[src/rtl/ex_lsu.sv]
// Execute-stage load/store unit: one data-memory transaction per instruction over a
// req/ready bus, RV32I alignment, lane steering, sign extension, flush kill and bus timeout.
`timescale 1ns/1ps
module ex_lsu #(
   parameter int TIMEOUT = 64
) (
   input  logic        clk,
   input  logic        rst,
   input  logic        flush,
   input  logic [31:0] instr_ex,
   input  logic        ram_load_access_ex,
   input  logic        ram_store_access_ex,
   input  logic [31:0] ram_load_addr_ex,
   input  logic [31:0] ram_store_addr_ex,
   input  logic [31:0] ram_store_data_ex,
   output logic        lsu_busy,
   output logic        mem_req,
   output logic        mem_we,
   output logic [31:0] mem_addr,
   output logic [31:0] mem_wdata,
   output logic [3:0]  mem_be,
   input  logic        mem_ready,
   input  logic [31:0] mem_rdata,
   output logic        load_valid,
   output logic [4:0]  load_rd,
   output logic [31:0] load_data,
   output logic        store_done,
   output logic        misalign_err,
   output logic        bus_err,
   output logic [31:0] err_addr,
   output logic [1:0]  dbg_state
);

   typedef enum logic [1:0] {S_IDLE = 2'd0, S_REQ = 2'd1, S_RESP = 2'd2} state_t;

   localparam int CW = (TIMEOUT > 2) ? $clog2(TIMEOUT) : 1;
   localparam logic [CW-1:0] CNT_MAX = CW'((TIMEOUT > 0) ? TIMEOUT - 1 : 0);

   state_t        state_q, state_d;
   logic [CW-1:0] cnt_q, cnt_d;
   logic          kill_q, kill_d;
   logic          is_load_q, is_load_d;
   logic [2:0]    funct3_q, funct3_d;
   logic [4:0]    rd_q, rd_d;
   logic [31:0]   addr_q, addr_d;
   logic          mem_req_q, mem_req_d, mem_we_q, mem_we_d;
   logic [31:0]   mem_addr_q, mem_addr_d, mem_wdata_q, mem_wdata_d;
   logic [3:0]    mem_be_q, mem_be_d;
   logic          load_valid_q, load_valid_d, store_done_q, store_done_d;
   logic          misalign_err_q, misalign_err_d, bus_err_q, bus_err_d;
   logic [4:0]    load_rd_q, load_rd_d;
   logic [31:0]   load_data_q, load_data_d, err_addr_q, err_addr_d;

   logic          acc;
   logic [2:0]    f3;
   logic [31:0]   sel_addr;
   logic          legal, aligned;
   logic [3:0]    st_be;
   logic [31:0]   st_wdata;
   logic [7:0]    lane_b;
   logic [15:0]   lane_h;
   logic [31:0]   ext;
   logic          unused_instr;

   assign unused_instr = ^{instr_ex[31:15], instr_ex[6:0]};

   assign acc      = ram_load_access_ex | ram_store_access_ex;
   assign f3       = instr_ex[14:12];
   assign sel_addr = ram_load_access_ex ? ram_load_addr_ex : ram_store_addr_ex;
   assign lsu_busy = ((state_q == S_IDLE) & acc & ~flush) | (state_q == S_REQ);

   always_comb begin
      legal = ram_load_access_ex ? (f3 != 3'b011 && f3 != 3'b110 && f3 != 3'b111)
                                 : (f3[2] == 1'b0 && f3[1:0] != 2'b11);
      case (f3[1:0])
         2'b10:   aligned = (sel_addr[1:0] == 2'b00);
         2'b01:   aligned = ~sel_addr[0];
         default: aligned = 1'b1;
      endcase
      case (f3[1:0])
         2'b00: begin
            st_be    = 4'b0001 << sel_addr[1:0];
            st_wdata = {4{ram_store_data_ex[7:0]}};
         end
         2'b01: begin
            st_be    = sel_addr[1] ? 4'b1100 : 4'b0011;
            st_wdata = {2{ram_store_data_ex[15:0]}};
         end
         default: begin
            st_be    = 4'b1111;
            st_wdata = ram_store_data_ex;
         end
      endcase
   end

   // Load extraction uses the latched byte address, so it is ready in the ready cycle.
   always_comb begin
      lane_b = mem_rdata[{addr_q[1:0], 3'b000} +: 8];
      lane_h = addr_q[1] ? mem_rdata[31:16] : mem_rdata[15:0];
      case (funct3_q)
         3'b000:  ext = {{24{lane_b[7]}}, lane_b};
         3'b100:  ext = {24'd0, lane_b};
         3'b001:  ext = {{16{lane_h[15]}}, lane_h};
         3'b101:  ext = {16'd0, lane_h};
         default: ext = mem_rdata;
      endcase
   end

   always_comb begin
      state_d        = state_q;
      cnt_d          = cnt_q;
      kill_d         = kill_q;
      is_load_d      = is_load_q;
      funct3_d       = funct3_q;
      rd_d           = rd_q;
      addr_d         = addr_q;
      mem_req_d      = mem_req_q;
      mem_we_d       = mem_we_q;
      mem_addr_d     = mem_addr_q;
      mem_wdata_d    = mem_wdata_q;
      mem_be_d       = mem_be_q;
      load_rd_d      = load_rd_q;
      load_data_d    = load_data_q;
      err_addr_d     = err_addr_q;
      load_valid_d   = 1'b0;
      store_done_d   = 1'b0;
      misalign_err_d = 1'b0;
      bus_err_d      = 1'b0;
      case (state_q)
         S_IDLE: begin
            if (acc && !flush) begin
               funct3_d  = f3;
               rd_d      = instr_ex[11:7];
               addr_d    = sel_addr;
               is_load_d = ram_load_access_ex;
               kill_d    = 1'b0;
               cnt_d     = '0;
               if (legal && aligned) begin
                  state_d     = S_REQ;
                  mem_req_d   = 1'b1;
                  mem_we_d    = ~ram_load_access_ex;
                  mem_addr_d  = {sel_addr[31:2], 2'b00};
                  mem_be_d    = ram_load_access_ex ? 4'b0000 : st_be;
                  mem_wdata_d = ram_load_access_ex ? 32'd0 : st_wdata;
               end else begin
                  state_d        = S_RESP;
                  misalign_err_d = 1'b1;
                  err_addr_d     = sel_addr;
               end
            end
         end
         S_REQ: begin
            if (flush) kill_d = 1'b1;
            if (mem_ready) begin
               state_d   = S_RESP;
               mem_req_d = 1'b0;
               if (!is_load_q) begin
                  store_done_d = 1'b1;
               end else if (!(kill_q || flush)) begin
                  load_valid_d = 1'b1;
                  load_data_d  = ext;
                  load_rd_d    = rd_q;
               end
            end else if (TIMEOUT != 0 && cnt_q == CNT_MAX) begin
               state_d    = S_RESP;
               mem_req_d  = 1'b0;
               bus_err_d  = 1'b1;
               err_addr_d = addr_q;
            end else begin
               cnt_d = cnt_q + CW'(1);
            end
         end
         S_RESP: begin
            state_d = S_IDLE;
            kill_d  = 1'b0;
         end
         default: state_d = S_IDLE;
      endcase
   end

   always_ff @(posedge clk or posedge rst) begin
      if (rst) begin
         state_q        <= S_IDLE;
         cnt_q          <= '0;
         kill_q         <= 1'b0;
         is_load_q      <= 1'b0;
         funct3_q       <= 3'd0;
         rd_q           <= 5'd0;
         addr_q         <= 32'd0;
         mem_req_q      <= 1'b0;
         mem_we_q       <= 1'b0;
         mem_addr_q     <= 32'd0;
         mem_wdata_q    <= 32'd0;
         mem_be_q       <= 4'd0;
         load_valid_q   <= 1'b0;
         load_rd_q      <= 5'd0;
         load_data_q    <= 32'd0;
         store_done_q   <= 1'b0;
         misalign_err_q <= 1'b0;
         bus_err_q      <= 1'b0;
         err_addr_q     <= 32'd0;
      end else begin
         state_q        <= state_d;
         cnt_q          <= cnt_d;
         kill_q         <= kill_d;
         is_load_q      <= is_load_d;
         funct3_q       <= funct3_d;
         rd_q           <= rd_d;
         addr_q         <= addr_d;
         mem_req_q      <= mem_req_d;
         mem_we_q       <= mem_we_d;
         mem_addr_q     <= mem_addr_d;
         mem_wdata_q    <= mem_wdata_d;
         mem_be_q       <= mem_be_d;
         load_valid_q   <= load_valid_d;
         load_rd_q      <= load_rd_d;
         load_data_q    <= load_data_d;
         store_done_q   <= store_done_d;
         misalign_err_q <= misalign_err_d;
         bus_err_q      <= bus_err_d;
         err_addr_q     <= err_addr_d;
      end
   end

   assign mem_req      = mem_req_q;
   assign mem_we       = mem_we_q;
   assign mem_addr     = mem_addr_q;
   assign mem_wdata    = mem_wdata_q;
   assign mem_be       = mem_be_q;
   assign load_valid   = load_valid_q;
   assign load_rd      = load_rd_q;
   assign load_data    = load_data_q;
   assign store_done   = store_done_q;
   assign misalign_err = misalign_err_q;
   assign bus_err      = bus_err_q;
   assign err_addr     = err_addr_q;
   assign dbg_state    = state_q;

endmodule

[config.mk]
export PLATFORM = sky130hd
export DESIGN_NAME = ex_lsu
export DESIGN_NICKNAME = d
export VERILOG_FILES = /design/src/rtl/ex_lsu.sv
export SDC_FILE = /design/constraint.sdc
export NUM_CORES = 1
export LEC_CHECK = 0
export CAP_MARGIN = 20
export CORE_MARGIN = 3
export CORE_UTILIZATION = 46
export DETAILED_ROUTE_END_ITERATION = 12
export GPL_ROUTABILITY_DRIVEN = 0
export PLACE_DENSITY = 0.81
export SLEW_MARGIN = 25
export SYNTH_ARGS = -nofsm -noshare
export SYNTH_HDL_FRONTEND = slang
export SYNTH_SLANG_ARGS = --single-unit
[constraint.sdc]
create_clock -name clk -period 9.1 [get_ports clk]
set_clock_uncertainty 0.05 [all_clocks]
set_input_delay 1.82 -clock clk [delete_from_list [all_inputs] [get_ports clk]]
set_output_delay 1.82 -clock clk [all_outputs]
set_load 0.01 [all_outputs]
=== After elaboration in Yosys (flattened, before gate mapping) ===
Cells that the tools add are included.

* Register bits after elaboration: 191
* Input port bits: 166
* Output and inout bits: 146
* Logic and storage cells: 117

* Add/subtract/negate cells: 1
* Equal/unequal tests: 20
* Shifts and indexed selects: 2
* Mux-type cells: 45
* Bitwise gates (word level): 9
* Reduce and logical (&&, ||, !) cells: 21

{| class="wikitable"
|+ Operators by type and width
! cell !! number
|-
| two-way mux 32 bit || 6
|-
| case mux 32 bit (2 select lines) || 2
|-
| case mux 32 bit (4 select lines) || 1
|-
| variable part select 32 x 6 -> 8 bit || 1
|-
| two-way mux 1 bit || 20
|-
| two-way mux 6 bit || 3
|-
| two-way mux 16 bit || 1
|-
| case mux 6 bit (2 select lines) || 1
|-
| AND reduction 4 bit || 3
|-
| inequality test 2 bit, second input constant || 5
|-
| two-way mux 2 bit || 4
|-
| two-way mux 4 bit || 2
|-
| case mux 4 bit (2 select lines) || 1
|-
| adder 6 x 1 -> 6 bit, second input constant || 1
|-
| == test 3 bit, second input constant || 2
|-
| == test 6 bit, second input constant || 1
|-
| logical NOT 2 bit || 3
|-
| inequality test 2 x 1 -> 1 bit, second input constant || 3
|-
| inequality test 3 x 2 -> 1 bit, second input constant || 2
|-
| inequality test 3 bit, second input constant || 2
|-
| AND reduction 3 bit || 2
|-
| logical AND 1 bit || 5
|-
| inverter 1 bit || 5
|-
| AND reduction 5 bit || 1
|-
| 15 further kinds || 21
|}

=== Depth between registers and ports, before layout ===
* Depth in word-level cells: 8
* Gate-level depth with buffers: 9
* Mapped depth without buffers: 6

=== Worst setup path before layout ===
Ideal clock, no wire load.

* Path type: input -> output
* Start: input ram_load_access_ex
* End: output lsu_busy
* Arrival: 2980 ps
* Data required time: 7230 ps
* Slack: 4250 ps
* Stages on the path: 6
* Path buffers: 3
* Cells stage by stage: buf_2 > o21ba_2 > nand2_1 > clkbuf_1 > clkbuf_1 > nand2_1

* Cells in the longest elaborated chain, start to end: 4

{| class="wikitable"
|+ Ends and longest elaborated chain
! item !! line !! RTL
|-
| from (decl) || 11 || <nowiki>input logic ram_load_access_ex,</nowiki>
|-
| bitwise OR 1 bit || 67 || <nowiki>assign acc = ram_load_access_ex | ram_store_access_ex;</nowiki>
|-
| bitwise AND 1 bit (2 in series) || 70 || <nowiki>assign lsu_busy = ((state_q == S_IDLE) & acc & ~flush) | (state_q == S_REQ);</nowiki>
|-
| bitwise OR 1 bit || 70 ||
|-
| to (decl) || 16 || <nowiki>output logic lsu_busy,</nowiki>
|}

No other way between the ends.

=== Final worst setup path ===
* Start: input flush
* End: output lsu_busy

* Cells in the longest elaborated chain, start to end: 3

{| class="wikitable"
|+ Ends and longest elaborated chain
! item !! line !! RTL
|-
| from (decl) || 9 || <nowiki>input logic flush,</nowiki>
|-
| inverter 1 bit || 70 ||
|-
| bitwise AND 1 bit || 70 ||
|-
| bitwise OR 1 bit || 70 ||
|}

No other way between the ends.

==> impl_metrics.json <==
{
  "status": "finished, final reports clean",
  "relSlewSlack_pct": 38.6,
  "ant_nets": 0,
  "vias": 7607,
  "worstSetupPathType": "in -> out",
  "crit_family": "buffers and inverters",
  "slew_violations": 0,
  "drt_first_iter_violations": 420,
  "drt-vias-per-instance": 5.40,
  "synthFlopType": "dfrtp_1",
  "cp_common_cell": "clkdlybuf4s50_1",
  "power.total_w": 0.00367,
  "cts_sinks": 191,
  "syn-cell-area_um2": 9080,
  "post_cts_buffers": 0,
  "cts_made_buffers": 17,
  "clk_latency_ns": 0.42,
  "rows": 50,
  "worst_hold_path_type": "reg -> reg",
  "cts_tree": "yes",
  "ys_seq_area_share_pct": 52.6,
  "fin_util_pct": 66.5,
  "power.density_nw_per_um2": 290,
  "fin_nets": 1308,
  "p_int_w": 0.00244,
  "postCtsResizedCells": 0,
  "clk_pin_slew_ns": 0.07,
  "fin_crit_sh_pct": 56.2,
  "ys_types": 48,
  "avgSynthCellArea_um2": 10.1,
  "track_usage_pct": 23.2,
  "fmax_ghz": 0.195,
  "cp.required_ns": 7.23,
  "drv_cap": 0,
  "hpwl_um": 17400,
  "rsz0062_at_grt": "false",
  "critPathLaunchType": "primary input",
  "cp_num_buf_inv": 2,
  "r2r_cells": 5,
  "pin_count": 312,
  "period_needed_ns": 5.12,
  "grt_pass1_vias": 7640,
  "setup_viol": 0,
  "fillers": 1561,
  "critical_path.max_fanout": 4,
  "worstMarginPinSlew_ns": 0.921,
  "area_delta_synth_final_pct": 39.4,
  "endpoint_kind": "output pin",
  "drive_gt1_share_pct": 8.52,
  "fin_tns_setup_ns": 0,
  "syn_inst": 898,
  "grt_max_degree": 119,
  "n_antenna_cell": 0,
  "slowest_stage": "clkdlybuf4s50_1",
  "grt_pass1_wl_um": 40600,
  "synth-edff-count": 0,
  "max_stage_delay_ns": 0.59,
  "p_sw_w": 0.00122,
  "die_y_um": 146,
  "drc_errors": 0,
  "vdd_drop_max_mv": 0.160,
  "h-tree-depth": 4,
  "routed_wl_um": 24900,
  "start_util_pct": 47.7,
  "switching_share_pct": 33.4,
  "coreArea_um2": 19000,
  "firstDrtPassIters": 5,
  "async_reset_ff_share_pct": 100,
  "min_delay_path_depth": 1,
  "io_buffer_count": 285,
  "seqPwrFrac_pct": 39.0,
  "hold_viol": 0,
  "arrival_ns": 3.25,
  "pwr-share-comb_pct": 39.7,
  "die_area_um2": 21500,
  "p_leak_nw": 5.58,
  "synth_seq_cells": 191,
  "die_w_um": 146,
  "crit_chain": "clkdlybuf4s50_1, o21ba_2, nand2_2, nand2_1, clkdlybuf4s50_1",
  "yosys_warnings": 0,
  "postCtsHoldBufs": 0,
  "wl_per_cell_um": 17.7,
  "path_depth": 5,
  "grt.overflow.total": 0,
  "antenna_found_initial": 0,
  "cts_root_buf": "clkbuf_16",
  "clk_path_buf_depth": 2,
  "p_clk_share_pct": 21.3
}
cells in the final DEF (no fill, tap or decap), types with 3 or more instances in the layout:
master / n
mux2_1: 22
buf_4: 11
clkbuf_16: 17
o31ai_1: 4
mux2i_1: 53
a21oi_1: 44
mux2_2: 40
a21o_1: 10
inv_1: 22
o21bai_1: 8
a22oi_1: 8
a221oi_1: 8
or3_1: 3
clkdlybuf4s50_1: 284
nand2_1: 145
nand3_1: 4
inv_6: 5
nand2b_1: 11
ha_1: 5
nor2b_1: 10
dfrtp_1: 190
nor2_1: 37
o21ai_0: 83
a31oi_1: 66
o21a_1: 8
and3_1: 8
or4_1: 3
inv_8: 5
cell families (layout without fill, tap and decap cells):
logic type	after synthesis	in the layout	share of synthesized area, %
buffers and inverters	100	351	4.78
AOI/OAI and AO/OA	251	251	16.8
muxes	117	117	13.9
DFF	191	191	52.6
adders and majority gates	5	5	0.689
and+or+nand+nor	233	233	11.1
other	1	2	0.0413
per-stage QoR:
stage	worst slack [ns]	area [um^2]	cells	hold WS (ns)
global route	3.90	12700	1410	0.431
detailed placement	3.98	12000	1378	0.403
finish	3.98	12700	1410	0.412
CTS	3.98	12700	1410	0.412
global placement	3.98	12000	1378	0.390
floorplan	2.03	9080	899	0.365
cell usage after synthesis (all sizes together), types with 4 or more instances:
library cell	number	share of area, %
and3	8	0.55
clkbuf	47	1.9
a22oi	8	0.66
ha	5	0.69
dfrtp	191	53
nand2	146	6.0
a31oi	66	4.5
nor2	37	1.5
o21bai	8	0.66
a21oi	44	2.4
o21ai	83	4.6
nand2b	11	0.76
nand3	5	0.28
mux2	63	7.9
o31ai	4	0.33
o21a	8	0.66
inv	23	0.95
nor2b	11	0.76
buf	29	1.8
a21o	10	0.83
mux2i	53	5.8
a221oi	10	1.1
final timing paths:
path                                        endpoint  slack [ns]                startpoint
setup / recovery                            lsu_busy        3.98                     flush
hold / removal                  store_done$_DFF_PP0_        0.41     is_load_q$_DFFE_PP0P_
setup reg to reg           load_data[19]$_DFFE_PP0P_        6.06  dbg_state[1]$_DFFE_PP0P_
hold reg to reg                 store_done$_DFF_PP0_        0.41     is_load_q$_DFFE_PP0P_
max in group asynchronous    funct3_q[1]$_DFFE_PP0P_        5.58                       rst
min in group asynchronous    mem_addr[6]$_DFFE_PP0P_        1.87                       rst
power groups by stage:
stage	logic [W]	clock network [W]	registers, W
final	0.00146	0.000780	0.00143
after global routing	0.00158	0.000830	0.00148
after floorplan	0.000547	0	0.00153
after CTS	0.00148	0.000796	0.00143
after global placement	0.00144	0	0.00142
after detailed placement	0.00147	0	0.00144
final cells by class:
| type | count | area [um^2] | area share [%] |
|---|---|---|---|
| clock buffer | 17 | 425 | 3.36 |
| clock inverter | 15 | 190 | 1.50 |
| inverter | 24 | 98.8 | 0.781 |
| multi-input combinational | 608 | 3910 | 30.9 |
| sequential | 191 | 4780 | 37.8 |
| tap | 260 | 325 | 2.57 |
| timing repair buffer | 295 | 2930 | 23.1 |
state kept, by name, summed over array words and instances (netlist names):
signal / flops
load_valid: 1
mem_be: 4
addr_q: 32
mem_wdata: 32
kill_q: 1
funct3_q: 3
load_rd: 5
store_done: 1
misalign_err: 1
load_data: 32
bus_err: 1
mem_addr: 30
mem_we: 1
err_addr: 32
rd_q: 5
dbg_state: 2
cnt_q: 6
mem_req: 1
is_load_q: 1
per-layer routing:
layer  GRT usage [%]  share of wire [%]  vias up
met5               0                  0        -
met4            7.62                2.6        0
met3            6.77                7.2       43
met2            38.3                 49      262
met1            29.4                 41     3676
li1                -                  -     3626
No activity file was read; power rests on OpenSTA's default activity.
